===== config.mk =====
export PLATFORM = sky130hd
export DESIGN_NAME = quad_decoder
export DESIGN_NICKNAME = d
export VERILOG_FILES = /design/src/rtl/quad_pkg.sv /design/src/rtl/quad_input_filter.sv /design/src/rtl/quad_decoder.sv
export SDC_FILE = /design/constraint.sdc
export NUM_CORES = 1
export LEC_CHECK = 0
export ABC_AREA = 1
export CAP_MARGIN = 20
export CORE_UTILIZATION = 55
export DETAILED_ROUTE_END_ITERATION = 8
export MAX_ROUTING_LAYER = met4
export PLACE_DENSITY_LB_ADDON = 0.05
export SLEW_MARGIN = 20
export SYNTH_ARGS = -nofsm -noshare
export SYNTH_HDL_FRONTEND = slang
export SYNTH_HIERARCHICAL = 1
export SYNTH_SLANG_ARGS = --single-unit

===== constraint.sdc =====
create_clock -name clk -period 4 [get_ports clk]
set_input_delay 0.6 -clock clk [delete_from_list [all_inputs] [get_ports clk]]
set_output_delay 0.6 -clock clk [all_outputs]
set_load 0.05 [all_outputs]

===== src/rtl/quad_pkg.sv =====
// Shared types for the quadrature decoder: Gray-coded encoder states and resolution modes.
package quad_pkg;

    typedef enum logic [1:0] {
        S0 = 2'b00,
        S1 = 2'b01,
        S2 = 2'b11,
        S3 = 2'b10
    } quad_state_t;

    typedef enum logic [1:0] {
        MODE_X4     = 2'b00,
        MODE_X2     = 2'b01,
        MODE_X1     = 2'b10,
        MODE_X4_ALT = 2'b11
    } quad_mode_t;

    // Forward successor of a Gray state.
    function automatic quad_state_t gray_next(input quad_state_t s);
        case (s)
            S0:      return S1;
            S1:      return S2;
            S2:      return S3;
            default: return S0;
        endcase
    endfunction

endpackage


===== src/rtl/quad_input_filter.sv =====
// Synchroniser chain followed by a run-length filter for one raw asynchronous input.
module quad_input_filter #(
    parameter int unsigned SYNC_STAGES = 2,
    parameter int unsigned FILTER_LEN  = 4
) (
    input  logic clk,
    input  logic reset,
    input  logic raw,
    output logic filtered
);

    localparam int unsigned RUN_W = (FILTER_LEN > 1) ? $clog2(FILTER_LEN) : 1;

    logic [SYNC_STAGES-1:0] sync_q;
    logic [RUN_W-1:0]       run_q;
    logic                   synced;

    assign synced = sync_q[SYNC_STAGES-1];

    always_ff @(posedge clk) begin
        if (reset) begin
            sync_q <= '0;
        end else begin
            sync_q <= {sync_q[SYNC_STAGES-2:0], raw};
        end
    end

    // Output follows only after FILTER_LEN consecutive differing samples.
    always_ff @(posedge clk) begin
        if (reset) begin
            run_q    <= '0;
            filtered <= 1'b0;
        end else if (synced == filtered) begin
            run_q <= '0;
        end else if (run_q == RUN_W'(FILTER_LEN - 1)) begin
            run_q    <= '0;
            filtered <= synced;
        end else begin
            run_q <= run_q + RUN_W'(1);
        end
    end

endmodule


===== src/rtl/quad_decoder.sv =====
// Quadrature encoder decoder: filtered A/B/Z inputs, X4/X2/X1 counting, index clear and sticky status.
module quad_decoder
    import quad_pkg::*;
#(
    parameter int unsigned COUNT_WIDTH = 32,
    parameter int unsigned SYNC_STAGES = 2,
    parameter int unsigned FILTER_LEN  = 4
) (
    input  logic                   clk,
    input  logic                   reset,
    input  logic                   sig_a,
    input  logic                   sig_b,
    input  logic                   sig_z,
    input  logic [1:0]             mode,
    input  logic                   index_clear_en,
    input  logic                   load,
    input  logic [COUNT_WIDTH-1:0] load_value,
    input  logic                   err_clear,
    output logic [COUNT_WIDTH-1:0] encoder_count,
    output logic                   step,
    output logic                   direction,
    output logic                   illegal_err,
    output logic                   index_seen
);

    localparam int unsigned PRIME_LEN = SYNC_STAGES + FILTER_LEN + 1;
    localparam int unsigned PRIME_W   = $clog2(PRIME_LEN + 1);

    logic a_f, b_f, z_f;

    quad_input_filter #(.SYNC_STAGES(SYNC_STAGES), .FILTER_LEN(FILTER_LEN)) u_filt_a (
        .clk(clk), .reset(reset), .raw(sig_a), .filtered(a_f)
    );
    quad_input_filter #(.SYNC_STAGES(SYNC_STAGES), .FILTER_LEN(FILTER_LEN)) u_filt_b (
        .clk(clk), .reset(reset), .raw(sig_b), .filtered(b_f)
    );
    quad_input_filter #(.SYNC_STAGES(SYNC_STAGES), .FILTER_LEN(FILTER_LEN)) u_filt_z (
        .clk(clk), .reset(reset), .raw(sig_z), .filtered(z_f)
    );

    quad_state_t          cur_s, prev_s;
    logic                 z_q;
    logic [PRIME_W-1:0]   prime_cnt;
    logic [1:0]           diff;
    logic                 primed, fwd, illegal_c, mode_hit, step_c, index_c, x1_edge;

    assign cur_s = quad_state_t'({a_f, b_f});

    // Classify the filtered transition and decide whether the current mode counts it.
    always_comb begin
        diff      = 2'(cur_s ^ prev_s);
        primed    = (prime_cnt == '0);
        fwd       = (cur_s == gray_next(prev_s));
        x1_edge   = ((prev_s == S3) && (cur_s == S0)) || ((prev_s == S0) && (cur_s == S3));
        mode_hit  = 1'b1;
        case (quad_mode_t'(mode))
            MODE_X2: mode_hit = diff[1];
            MODE_X1: mode_hit = x1_edge;
            default: mode_hit = 1'b1;
        endcase
        illegal_c = primed && (diff == 2'b11);
        step_c    = primed && (diff != 2'b00) && (diff != 2'b11) && mode_hit;
        index_c   = primed && z_f && !z_q;
    end

    always_ff @(posedge clk) begin
        if (reset) begin
            prev_s        <= S0;
            z_q           <= 1'b0;
            prime_cnt     <= PRIME_W'(PRIME_LEN);
            encoder_count <= '0;
            step          <= 1'b0;
            direction     <= 1'b0;
            illegal_err   <= 1'b0;
            index_seen    <= 1'b0;
        end else begin
            prev_s <= cur_s;
            z_q    <= z_f;
            if (prime_cnt != '0) begin
                prime_cnt <= prime_cnt - PRIME_W'(1);
            end
            step <= step_c;
            if (step_c) begin
                direction <= fwd;
            end
            // Load beats index clear beats the step itself; step/direction still report.
            if (load) begin
                encoder_count <= load_value;
            end else if (index_c && index_clear_en) begin
                encoder_count <= '0;
            end else if (step_c) begin
                encoder_count <= fwd ? encoder_count + COUNT_WIDTH'(1)
                                     : encoder_count - COUNT_WIDTH'(1);
            end
            illegal_err <= illegal_c | (illegal_err & ~err_clear);
            index_seen  <= index_c   | (index_seen  & ~err_clear);
        end
    end

endmodule


==> metrics.md <==
| Metric | Value |
|---|---|
| Status | `complete, no violations` |
| Die area | `9410 um2` |
| Port Buffers | `77` |
| Postcts setup bufs | `0` |
| P_int | `1160 uW` |
| Remaining DRCs | `0` |
| GP Congestion | `0.978` |
| Largest net degree at the start of global routing | `37` |
| Drt via density | `between 5 and 6` |
| Fraction of layout cells with a size suffix above 1 | `4.69%` |
| CP Max Fanout | `14` |
| CP Class | `flip-flop to flip-flop` |
| Leak pwr | `roughly 0.0032 uW` |
| Grt ovf | `0` |
| Antenna violations before repair | `0` |
| Synth Cell Area | `4970 um2` |
| Seq/Total Area, Yosys | `23.0%` |
| Row count | `34` |
| Vias in the first global route | `5,172` |
| Setup slack after layout | `approximately 1.1 ns` |
| Post-Synth Adder-Cell Area | `11.5%` |
| Core area | `between 8000 and 9000 um2` |
| Compound-gate portion of the synthesized area | `15.3%` |
| Combinational family with the most area after synthesis | `simple AND/OR/NAND/NOR gates` |
| Relative max-transition margin | `61.5%` |
| Critical Path Sink Type | `flip-flop` |
| Largest register FFs | `32` |
| Sw frac | `between 40% and 50%` |
| Mean area per synthesized cell | `6.10 um2` |
| Syn_nets | `901` |
| Final std cells w/o fill | `roughly 1,000` |
| Max-cap violations | `0` |
| Clk sinks | `57` |
| Initial Util | `56.9%` |
| Total number of vias | `around 5,400` |
| Seq cells post-synth | `57` |
| VDD IR max | `0.000222 V` |
| Area Growth Syn to Fin | `20.3%` |
| Post-Syn Instances | `approximately 810` |
| Regs by FF count | `encoder_count: 32 flops, prime_cnt: 3 flops` |
| Placed cells | `between 900 and 1,000` |
| Worst-margin pin slew | `approximately 0.58 ns` |
| Cts bufs inserted | `9` |
| Pre-CTS setup slack | `roughly 1.2 ns` |
| Pre-antenna DRT Iters | `5` |
| Final setup TNS | `0 ns` |
| Final number of setup-violating endpoints | `0` |
| Combinational power share | `44.4%` |
| Final min period | `2.86 ns` |
| Net count reported at finish | `978` |
| First-pass GRT wire length | `24.3 mm` |
| Unrepaired setup endpoints after global routing | `no` |
| Endpoints failing hold | `0` |
| Die height | `97.0 um` |
| Ports | `78` |
| Netlist cell types | `39` |
| R2r setup slk | `roughly 1.1 ns` |
| Final WL | `15.0 mm` |
| Req. time, crit path | `4.29 ns` |
| YS warnings | `6` |
| Flop pwr share | `30.4%` |
| Global Route Usage Sum | `33.3%` |
| Deepest clock path buffer count | `2` |
| Resize count post-CTS | `0` |
| Period utilization | `~70%` |
| Clock root buffer | `clkbuf_8` |
| DP Wirelength | `11.3 mm` |
| Net Switching | `~960 uW` |
| Startpoint types | `flip-flop` |
| Antenna-violating nets left | `0` |
| Simple-gate share of the synthesized area | `33.8%` |
| CTS tree | `built` |
| Diodes inserted | `0` |
| Pwr dens | `354 nW/um2` |
| Critical path arrival | `3.14 ns` |
| Worst skew pair latency | `between 0.3 and 0.4 ns` |
| 1st-iter DRT viols | `455` |
| Biggest register | `encoder_count` |
| Hold Buf Count CTS | `0` |
| XOR/XNOR share of the synthesized area | `under 10%` |
| Multiplexer area fraction after synthesis | `0%` |
| Reg clk slew, reported paths | `approximately 0.080 ns` |
| H-tree Lvls | `3` |
| Drt wl/cell | `15.0 um` |
| Clk pwr share | `25.2%` |
| Hold WC Path Type | `flip-flop to flip-flop` |
| Slew Limit Fails | `0` |
| Achievable frequency | `0.350 GHz` |
| Filler instances | `794` |
| Die outline width | `97.0 um` |
| Worst clock skew | `0.0134 ns` |
-- layout by cell type, fill, tap and decap left out, types with 3 or more instances in the layout --
master / netlist / layout
a21oi_1: 55 / 55
a22oi_1: 23 / 23
and2_1: 3 / 3
buf_4: 1 / 7
clkbuf_8: 0 / 9
clkdlybuf4s50_1: 0 / 77
dfxtp_1: 57 / 57
ha_1: 44 / 44
inv_1: 142 / 142
nand2_1: 251 / 251
nand3_1: 43 / 43
nand3_2: 3 / 3
nand3b_1: 4 / 4
nand4_1: 5 / 5
nor2_1: 78 / 78
nor2_2: 5 / 5
nor3_1: 7 / 7
o21ai_0: 15 / 15
o21ai_1: 28 / 28
o21ai_2: 3 / 3
xnor2_1: 7 / 7
xor2_1: 6 / 6
-- synthesized netlist by cell type (all sizes together) --
cell type | number | area [um2]
nand2 | 252 | 962
inv | 144 | 541
nor2 | 84 | 344
a21oi | 57 | 293
dfxtp | 57 | 1140
o21ai | 47 | 258
nand3 | 46 | 245
ha | 44 | 551
a22oi | 23 | 173
buf | 10 | 113
clkbuf | 9 | 42.5
nor3 | 7 | 35.0
xnor2 | 7 | 61.3
xor2 | 6 | 52.6
nand4 | 5 | 31.3
nand3b | 4 | 30.0
and2 | 3 | 18.8
o21bai | 2 | 15.0
or2 | 2 | 12.5
a21o | 1 | 7.51
a22o | 1 | 8.76
clkinv | 1 | 3.75
fa | 1 | 20.0
o211ai | 1 | 7.51
-- final timing paths --
path                                                  endpoint  cells past startpoint                           start
worst max-delay path            encoder_count[20]$_SDFFE_PP0P_                     12  u_filt_b/filtered$_SDFFE_PP0P_
worst min-delay path             u_filt_b/sync_q[1]$_SDFF_PP0_                      2   u_filt_b/sync_q[0]$_SDFF_PP0_
worst max register to register  encoder_count[20]$_SDFFE_PP0P_                     12  u_filt_b/filtered$_SDFFE_PP0P_
worst min register to register   u_filt_b/sync_q[1]$_SDFF_PP0_                      2   u_filt_b/sync_q[0]$_SDFF_PP0_
-- power groups by stage --
stage          Clock, uW  Sequential, uW  Combinational [uW]
4_1_cts              533             642                 925
6_report             534             643                 940
3_3_place_gp           0             654                 903
3_5_place_dp           0             655                 916
2_1_floorplan          0             749                 556
5_1_grt              557             647                1040
-- cell families (layout without fill, tap and decap cells) --
family,count (synthesis),after routing
flops,57,57
simple gates,403,403
fa+ha+maj,45,45
buf+inv,164,246
compound gates,132,132
xor+xnor,13,13
-- final cells by class --
type / count / area [um2] / area share [%]
clock buffers: 9 / 124 / 2.07
clock inverters: 7 / 55.1 / 0.921
inverters: 145 / 544 / 9.11
multi-input cells: 593 / 3130 / 52.3
flip-flops and latches: 57 / 1140 / 19.1
well taps: 108 / 135 / 2.26
repair buffers: 85 / 851 / 14.2
-- layer usage --
| metal | GRT usage [%] | part of all wire (%) |
|---|---|---|
| met1 | 44.3 | 46 |
| met2 | 50.7 | 44 |
| met3 | 5.64 | 7.8 |
| met4 | 12.3 | 2.1 |
| met5 | - | 0 |
-- critical path, stage by stage, from the launching register on --
cell and delay, ns:
dfxtp_1 0.47, xor2_1 0.18, nand2_1 0.23, buf_4 0.28
ha_1 0.36, nand2_1 0.13, nor2_1 0.21, nand3_1 0.12
nand3b_1 0.27, nand2_1 0.16, nand3b_1 0.12, nand3_1 0.10
a21oi_1 0.15
-- per-stage QoR --
step           hold slack [ns]  util, %  power (uW)  cell area (um2)
6_report                 0.411     68.5        2120             5980
5_1_grt                  0.433     68.5        2250             5980
4_1_cts                  0.413     68.5        2100             5980
3_5_place_dp             0.398     66.5        1570             5800
3_3_place_gp             0.394     66.2        1560             5770
2_1_floorplan            0.388        -        1300             4970
Power figures use the tool's default switching activity.
